### config.mk
export PLATFORM = sky130hd
export DESIGN_NAME = icache_dm
export DESIGN_NICKNAME = d
export VERILOG_FILES = /design/src/rtl/icache_dm.sv
export SDC_FILE = /design/constraint.sdc
export NUM_CORES = 2
export LEC_CHECK = 0
export ABC_AREA = 1
export CORE_MARGIN = 2
export CORE_UTILIZATION = 50
export DETAILED_ROUTE_END_ITERATION = 10
export PLACE_DENSITY = 0.62
export SYNTH_ARGS = -nofsm -noshare
export SYNTH_HDL_FRONTEND = slang
export SYNTH_SLANG_ARGS = --single-unit
export TNS_END_PERCENT = 10
### constraint.sdc
create_clock -name clk_i -period 4.7 [get_ports clk_i]
set_input_delay 0.47 -clock clk_i [delete_from_list [all_inputs] [get_ports clk_i]]
set_output_delay 0.47 -clock clk_i [all_outputs]
set_load 0.005 [all_outputs]
### src/rtl/icache_dm.sv
// icache_dm: direct-mapped read-only instruction cache.
// Same-cycle hits, word-serial refill, store snoop and fence.i invalidation.
module icache_dm #(
   parameter int unsigned NUM_SETS       = 16,
   parameter int unsigned WORDS_PER_LINE = 4,
   parameter logic [31:0] RESET_PC       = 32'hbfc00000
) (
   input  logic        clk_i,
   input  logic        rst_ni,
   input  logic [31:0] addr_i,
   input  logic        validReq_i,
   output logic [31:0] instr_o,
   output logic        ready_o,
   output logic        mem_req_o,
   output logic [31:0] mem_addr_o,
   input  logic [31:0] mem_rdata_i,
   input  logic        mem_valid_i,
   input  logic        snoop_we_i,
   input  logic [31:0] snoop_addr_i,
   input  logic        invalidate_i
);

   localparam int unsigned WB = $clog2(WORDS_PER_LINE);
   localparam int unsigned IB = $clog2(NUM_SETS);
   localparam int unsigned TW = 30 - WB - IB;

   typedef enum logic {
      IDLE,
      REFILL
   } state_e;

   state_e           state_q, state_d;
   logic [WB-1:0]    beat_q, beat_d;
   logic             poison_q, poison_d;
   logic [TW-1:0]    rtag_q, rtag_d;
   logic [IB-1:0]    ridx_q, ridx_d;

   logic [NUM_SETS-1:0] valid_q, valid_d;
   logic [TW-1:0]       tag_q  [NUM_SETS];
   logic [31:0]         data_q [NUM_SETS][WORDS_PER_LINE];

   logic [WB-1:0] req_word;
   logic [IB-1:0] req_idx;
   logic [TW-1:0] req_tag;
   logic [IB-1:0] snp_idx;
   logic [TW-1:0] snp_tag;

   logic is_idle;
   logic line_hit;
   logic snp_req;
   logic snp_ref;
   logic snp_hit;
   logic hit;
   logic miss;
   logic beat_wr;
   logic last_beat;
   logic kill;
   logic unused_ok;

   // Address split and lookup terms
   always_comb begin
      req_word  = addr_i[2 +: WB];
      req_idx   = addr_i[2 + WB +: IB];
      req_tag   = addr_i[31 -: TW];
      snp_idx   = snoop_addr_i[2 + WB +: IB];
      snp_tag   = snoop_addr_i[31 -: TW];
      is_idle   = (state_q == IDLE);
      line_hit  = valid_q[req_idx] && (tag_q[req_idx] == req_tag);
      snp_req   = snoop_we_i && (snp_idx == req_idx) && (snp_tag == req_tag);
      snp_ref   = snoop_we_i && (snp_idx == ridx_q) && (snp_tag == rtag_q);
      snp_hit   = snoop_we_i && valid_q[snp_idx] && (tag_q[snp_idx] == snp_tag);
      hit       = validReq_i && line_hit && !snp_req && !invalidate_i;
      miss      = is_idle && validReq_i && !hit;
      beat_wr   = !is_idle && mem_valid_i;
      last_beat = (beat_q == WB'(WORDS_PER_LINE - 1));
      kill      = poison_q || invalidate_i || snp_ref;
   end

   // Fetch-side and memory-side outputs
   always_comb begin
      ready_o    = is_idle && hit;
      instr_o    = ready_o ? data_q[req_idx][req_word] : 32'h0;
      mem_req_o  = !is_idle;
      mem_addr_o = is_idle ? 32'h0 : {rtag_q, ridx_q, beat_q, 2'b00};
   end

   // Refill sequencer next state
   always_comb begin
      state_d  = state_q;
      beat_d   = beat_q;
      poison_d = poison_q;
      rtag_d   = rtag_q;
      ridx_d   = ridx_q;
      unique case (state_q)
         IDLE: begin
            if (miss) begin
               state_d  = REFILL;
               beat_d   = '0;
               poison_d = 1'b0;
               rtag_d   = req_tag;
               ridx_d   = req_idx;
            end
         end
         REFILL: begin
            if (invalidate_i || snp_ref) begin
               poison_d = 1'b1;
            end
            if (mem_valid_i) begin
               if (last_beat) begin
                  state_d  = IDLE;
                  beat_d   = '0;
                  poison_d = 1'b0;
               end else begin
                  beat_d = beat_q + WB'(1);
               end
            end
         end
         default: state_d = IDLE;
      endcase
   end

   // Refill sequencer registers
   always_ff @(posedge clk_i or negedge rst_ni) begin
      if (!rst_ni) begin
         state_q  <= IDLE;
         beat_q   <= '0;
         poison_q <= 1'b0;
         rtag_q   <= '0;
         ridx_q   <= '0;
      end else begin
         state_q  <= state_d;
         beat_q   <= beat_d;
         poison_q <= poison_d;
         rtag_q   <= rtag_d;
         ridx_q   <= ridx_d;
      end
   end

   // Line valid bits: snoop/fence clear, miss clears, clean refill sets
   always_comb begin
      valid_d = valid_q;
      if (snp_hit) begin
         valid_d[snp_idx] = 1'b0;
      end
      if (invalidate_i) begin
         valid_d = '0;
      end
      if (miss) begin
         valid_d[req_idx] = 1'b0;
      end
      if (beat_wr && last_beat && !kill) begin
         valid_d[ridx_q] = 1'b1;
      end
   end

   // Valid bit storage
   always_ff @(posedge clk_i or negedge rst_ni) begin
      if (!rst_ni) begin
         valid_q <= '0;
      end else begin
         valid_q <= valid_d;
      end
   end

   // Tag and data storage, written by refill beats
   always_ff @(posedge clk_i or negedge rst_ni) begin
      if (!rst_ni) begin
         for (int s = 0; s < int'(NUM_SETS); s++) begin
            tag_q[s] <= '0;
            for (int w = 0; w < int'(WORDS_PER_LINE); w++) begin
               data_q[s][w] <= '0;
            end
         end
      end else if (beat_wr) begin
         data_q[ridx_q][beat_q] <= mem_rdata_i;
         if (last_beat) begin
            tag_q[ridx_q] <= rtag_q;
         end
      end
   end

   assign unused_ok = ^{addr_i[1:0], snoop_addr_i[1 + WB:0], RESET_PC};

endmodule

Yosys cells after proc, flatten, opt, wreduce, memory -nomap -nowiden:

Cells that the tools add are included.

* $add $sub $neg: 1
* $lt $le $gt $ge: 13
* equal/unequal tests: 9
* mux-type cells: 49
* bitwise gates (word level): 11
* reduce and logical (&&, ||, !) cells: 31

Operators by type and width (count)
* bitwise mux 2048 bit: 1
* binary-select mux 128 bit (select 4 bit): 1
* demux 128 bit (select 4 bit): 1
* bitwise mux 384 bit: 1
* 2-to-1 mux 128 bit: 3
* binary-select mux 24 bit (select 4 bit): 2
* 2-to-1 mux 32 bit: 5
* 2-to-1 mux 24 bit: 5
* demux 24 bit (select 4 bit): 1
* equality test 24 bit: 4
* binary-select mux 32 bit (select 2 bit): 1
* demux 32 bit (select 2 bit): 1
* 2-to-1 mux 16 bit: 4
* bitwise AND 16 bit: 2
* inverter 16 bit: 2
* logical AND 1 bit: 21
* bitwise OR 16 bit: 1
* >= comparator 5 bit (second input constant): 3
* < comparator 4 x 5 -> 1 bit (second input constant): 3
* inverter 4 -> 5 bit: 3
* demux 1 bit (select 4 bit): 3
* >= comparator 4 x 1 -> 1 bit (second input constant): 3
* 2-to-1 mux 1 bit: 12
* binary-select mux 1 bit (select 4 bit): 2
* other kinds (16): 29

* flip-flop bits (word level): 2480
* input bits: 102
* output and inout port bits: 66

Depth between registers and ports, before layout:

* depth in word-level cells: 14
* mapped depth: 22

Worst setup path before layout:

Ideal clock, no wire load.

* path type: input to output
* start: input addr_i[6]
* end: output instr_o[14]
* arrival: 2.266 ns
* required time: 4.230 ns
* path slack: 1.964 ns
* cell stages on the path: 13
* buffers on the path: 3
* cells stage by stage: buf_2 -> nor2_1 -> clkbuf_1 -> nand2_1 -> nand2_1 -> o21ai_0 -> nand2_1 -> nand3_1 -> nor3_1 -> nand3b_1 -> nand3b_1 -> buf_2 -> nor2_1

* longest elaborated chain between the ends: 11

RTL lines
* start, declared: RTL line 10 `input logic [31:0] addr_i,`
* inverter 4 -> 5 bit (not written as such): RTL line 68, 82
* binary-select mux 24 bit (select 4 bit): RTL line 68 `line_hit = valid_q[req_idx] && (tag_q[req_idx] == req_tag);`
* 2-to-1 mux 24 bit (not written as such) (2 in series): RTL line 68
* equality test 24 bit: RTL line 68
* logical AND 1 bit: RTL line 68
* logical AND 1 bit (3 in series): RTL line 72 `hit = validReq_i && line_hit && !snp_req && !invalidate_i;`
* logical AND 1 bit: RTL line 81 `ready_o = is_idle && hit;`
* 2-to-1 mux 32 bit *: RTL line 82 `instr_o = ready_o ? data_q[req_idx][req_word] : 32'h0;`
* end, declared: RTL line 12 `output logic [31:0] instr_o,`

Every way passes the cells marked *; elsewhere a longest branch is shown, timed or not. The select of a mux whose other input is x is not followed.

Final worst setup path:

* start: input addr_i[5]
* end: output instr_o[17]

The elaborated chain is that of the path after synthesis.

==> results.toml <==
[global_route]
overflow = 0
grt_use_total_pct = 33.9
grt_max_degree = 161
antenna_found_initial = 7
grt_pass1_wl_mm = 577
grt_pass1_vias = 91011

[finish]
syn2layout_area_growth_pct = 12.6
fill_cells = 19353
regArea_um2 = 62100
stdcell_count = 15553
multi_input_area_um2 = 41900
final_core_util_pct = 56.6
final_cell_mix = "nand2_1, o21ai_0, dfrtp_1, o22ai_1, nor2_1"
drive_gt1_share_pct = 6.87
layout.nets = 12624
mostFrequentLayoutCell = "nand2_1"

[sta]
slew_violations = 0
setup_slack_ns = 0.135
rsz0062_at_grt = "no"
clock.fmax_mhz = 219
setup_tns_ns = 0
post-route-period-util_pct = 97.1
tightest_slew_ns = 1.30
hold_viol_final = 0
setup-violations-final = 0
period_minus_slack_ns = 4.57
relSlewSlack_pct = 13.3
fin_skew_ns = 0.0432

[route]
vias = 95373
drc = 0
postRouteAntennaNets = 0
drtPass1Iterations = 7
wirelength_mm = 381
via_per_inst = 6.13
drtIter0Drc = 11802
drt-wirelength-per-cell_um = 24.5

[logic_synthesis]
yosys.area.top_type = "dfrtp_1"
ys_seq_elements = 2480
netlist-cell-type-count = 43
syn_area_um2 = 109000
synthCells = 12846
ys_async_sr_fraction_pct = 100
syn_area_per_cell_um2 = 8.50
synth-edff-count = 0
synth.area.top_cells = "dfrtp_1, nand2_1, o21ai_0"
yosysWarningCount = 0
synth-main-ff-cell = "dfrtp_1"
synth-seq-area-share_pct = 56.9
netlist.area_leader.share_pct = 56.9

[worst_setup_path]
crit_chain = "buf_2 -> inv_2 -> nand2_8 -> buf_12 -> buf_12 -> nor2_1 -> a21oi_1 -> o221ai_1 -> a221oi_1 -> nand3_1 -> nand3_1 -> nand2_1 -> nor2_1 -> clkdlybuf4s50_1"
cp_max_fo = 46
critPathLaunchType = "primary input"
critPathRequiredTime_ns = 4.23
endpoint_kind = "primary output"
cpLargestDelayFamily = "buffers and inverters"
critPathBufInv = 5
slowest_delay_ns = 0.56
r2r_slack_ns = 0.99
crit_path_top_delay_cell = "clkdlybuf4s50_1"
cp.arrival_ns = 4.10
worst-setup-path-type = "primary input to primary output"

[floorplanning]
die-area_um2 = 222000
core_um2 = 217000
die_h_um = 471
start_util_pct = 50.3
pin_count = 168
fp.dieW_um = 471
rows = 171

[clock_tree]
tritoncts = "done"
numClockSinks = 2480
cts_buffers = 282
clkSlewWorstSetupHoldPaths_ns = 0.05
cts_buffer_depth = 4
cts_setup_buffers = 0
htree_num_levels = 5
clockRootBuffer = "clkbuf_16"
worstSkewPairLatency_ns = 0.93

[power]
p_leak_nw = 56.0
total_power_w = 0.0662
max-vdd-ir-drop_mv = 0.340
power_density_nw_per_um2 = 539

[placement]
place_congestion = 0.961
place_ws_ns = 0.262
portBuffers = 159
placed_cells = 15087
dpl.hpwl_mm = 218

[flow_run]
cap_violations = 0

[run_status]
status = "completed"

[min_path]
hp-class = "primary input to register"
## worst reg2reg max path: stages (launching register included)
cell and delay (ns):
dfrtp_1 0.51, inv_1 0.23, or2_2 0.37, nor2_1 0.84, nand2_2 0.90, buf_4 0.51, nand2_1 0.12, o21ai_0 0.09
## flip-flops by register name, indices dropped and copies added (netlist names)
register and cells:
beat_q 2, data_q 2048, mem_req_o 1, poison_q 1
ridx_q 4, rtag_q 24, tag_q 384, valid_q 16
## power breakdown
group	internal, W	leakage [nW]	switching, W
clock	0.0128	4.36	0.00874
sequential	0.0279	33.6	0.00386
combinational	0.00506	18.0	0.00790
total	0.0457	56.0	0.0205
## worst paths after layout
kind	from	cells after the start	to
setup / recovery	addr_i[5]	14	instr_o[17]
hold / removal	mem_rdata_i[3]	3	data_q[1923]$_DFFE_PN0P_
setup reg to reg	ridx_q[1]$_DFFE_PN0P_	7	data_q[255]$_DFFE_PN0P_
hold reg to reg	data_q[1140]$_DFFE_PN0P_	2	data_q[1140]$_DFFE_PN0P_
max in group asynchronous	rst_ni	3	data_q[1818]$_DFFE_PN0P_
min in group asynchronous	rst_ni	2	tag_q[326]$_DFFE_PN0P_
## per-layer routing
metal	GRT usage, %	wire, um	vias to the layer above
met5	0	13	-
met1	47.6	160000	46827
li1	-	-	42948
met3	5.12	33000	867
met2	53.4	173000	4729
met4	12.8	14900	2
## layout make-up
| type | instances | area share (%) |
|---|---|---|
| timing repair buffer | 532 | 4.47 |
| tap | 2854 | 2.91 |
| clock inverter | 48 | 0.493 |
| multi-input combinational | 8966 | 34.1 |
| clock buffer | 414 | 6.72 |
| sequential | 2480 | 50.5 |
| antenna | 3 | 0.00611 |
| inverter | 256 | 0.792 |
## per-stage QoR
| step | hold WS [ns] | instance area [um^2] |
|---|---|---|
| floorplan | 0.174 | 109000 |
| global placement | 0.465 | 114000 |
| detailed placement | 0.473 | 114000 |
| CTS | 0.128 | 123000 |
| global route | 0.195 | 123000 |
| finish | 0.173 | 123000 |
## synth_stat cells (4+ instances only)
master	count
nand3_1	173
dfrtp_1	2480
xor2_1	5
nor2_2	5
nand2_1	3986
a221oi_1	19
clkbuf_1	903
nand4_1	131
buf_4	19
buf_2	141
o211ai_1	9
nor2_1	365
a22oi_1	12
buf_1	79
xnor2_1	6
inv_1	220
ha_1	4
clkinv_1	27
a21oi_1	113
nand3b_1	10
inv_2	8
nor3_1	17
o21ai_1	65
o22ai_1	942
o2111ai_1	5
o221ai_1	74
o21ai_0	2943
o22a_1	50
a41oi_1	9
## kinds of logic (layout without fill, tap and decap cells)
logic type      Yosys count  count (layout)  share of synthesized area (%)
other cells               1               5                        0.00344
fa+ha+maj                 4               4                         0.0459
buf+inv                1401            1250                           5.06
compound gates         4247            4247                           21.2
flops                  2480            2480                           56.9
simple gates           4702            4702                           16.8
xor+xnor                 11              11                         0.0883
## timing repair
| action | in CTS | in global routing |
|---|---|---|
| endpoints found under the setup margin | 0 | 8 |
| hold buffers | 1 | 0 |
| resized for setup | 0 | 1 |
| hold endpoints to repair | 60 | 0 |
No activity file was read; power rests on OpenSTA's default activity.
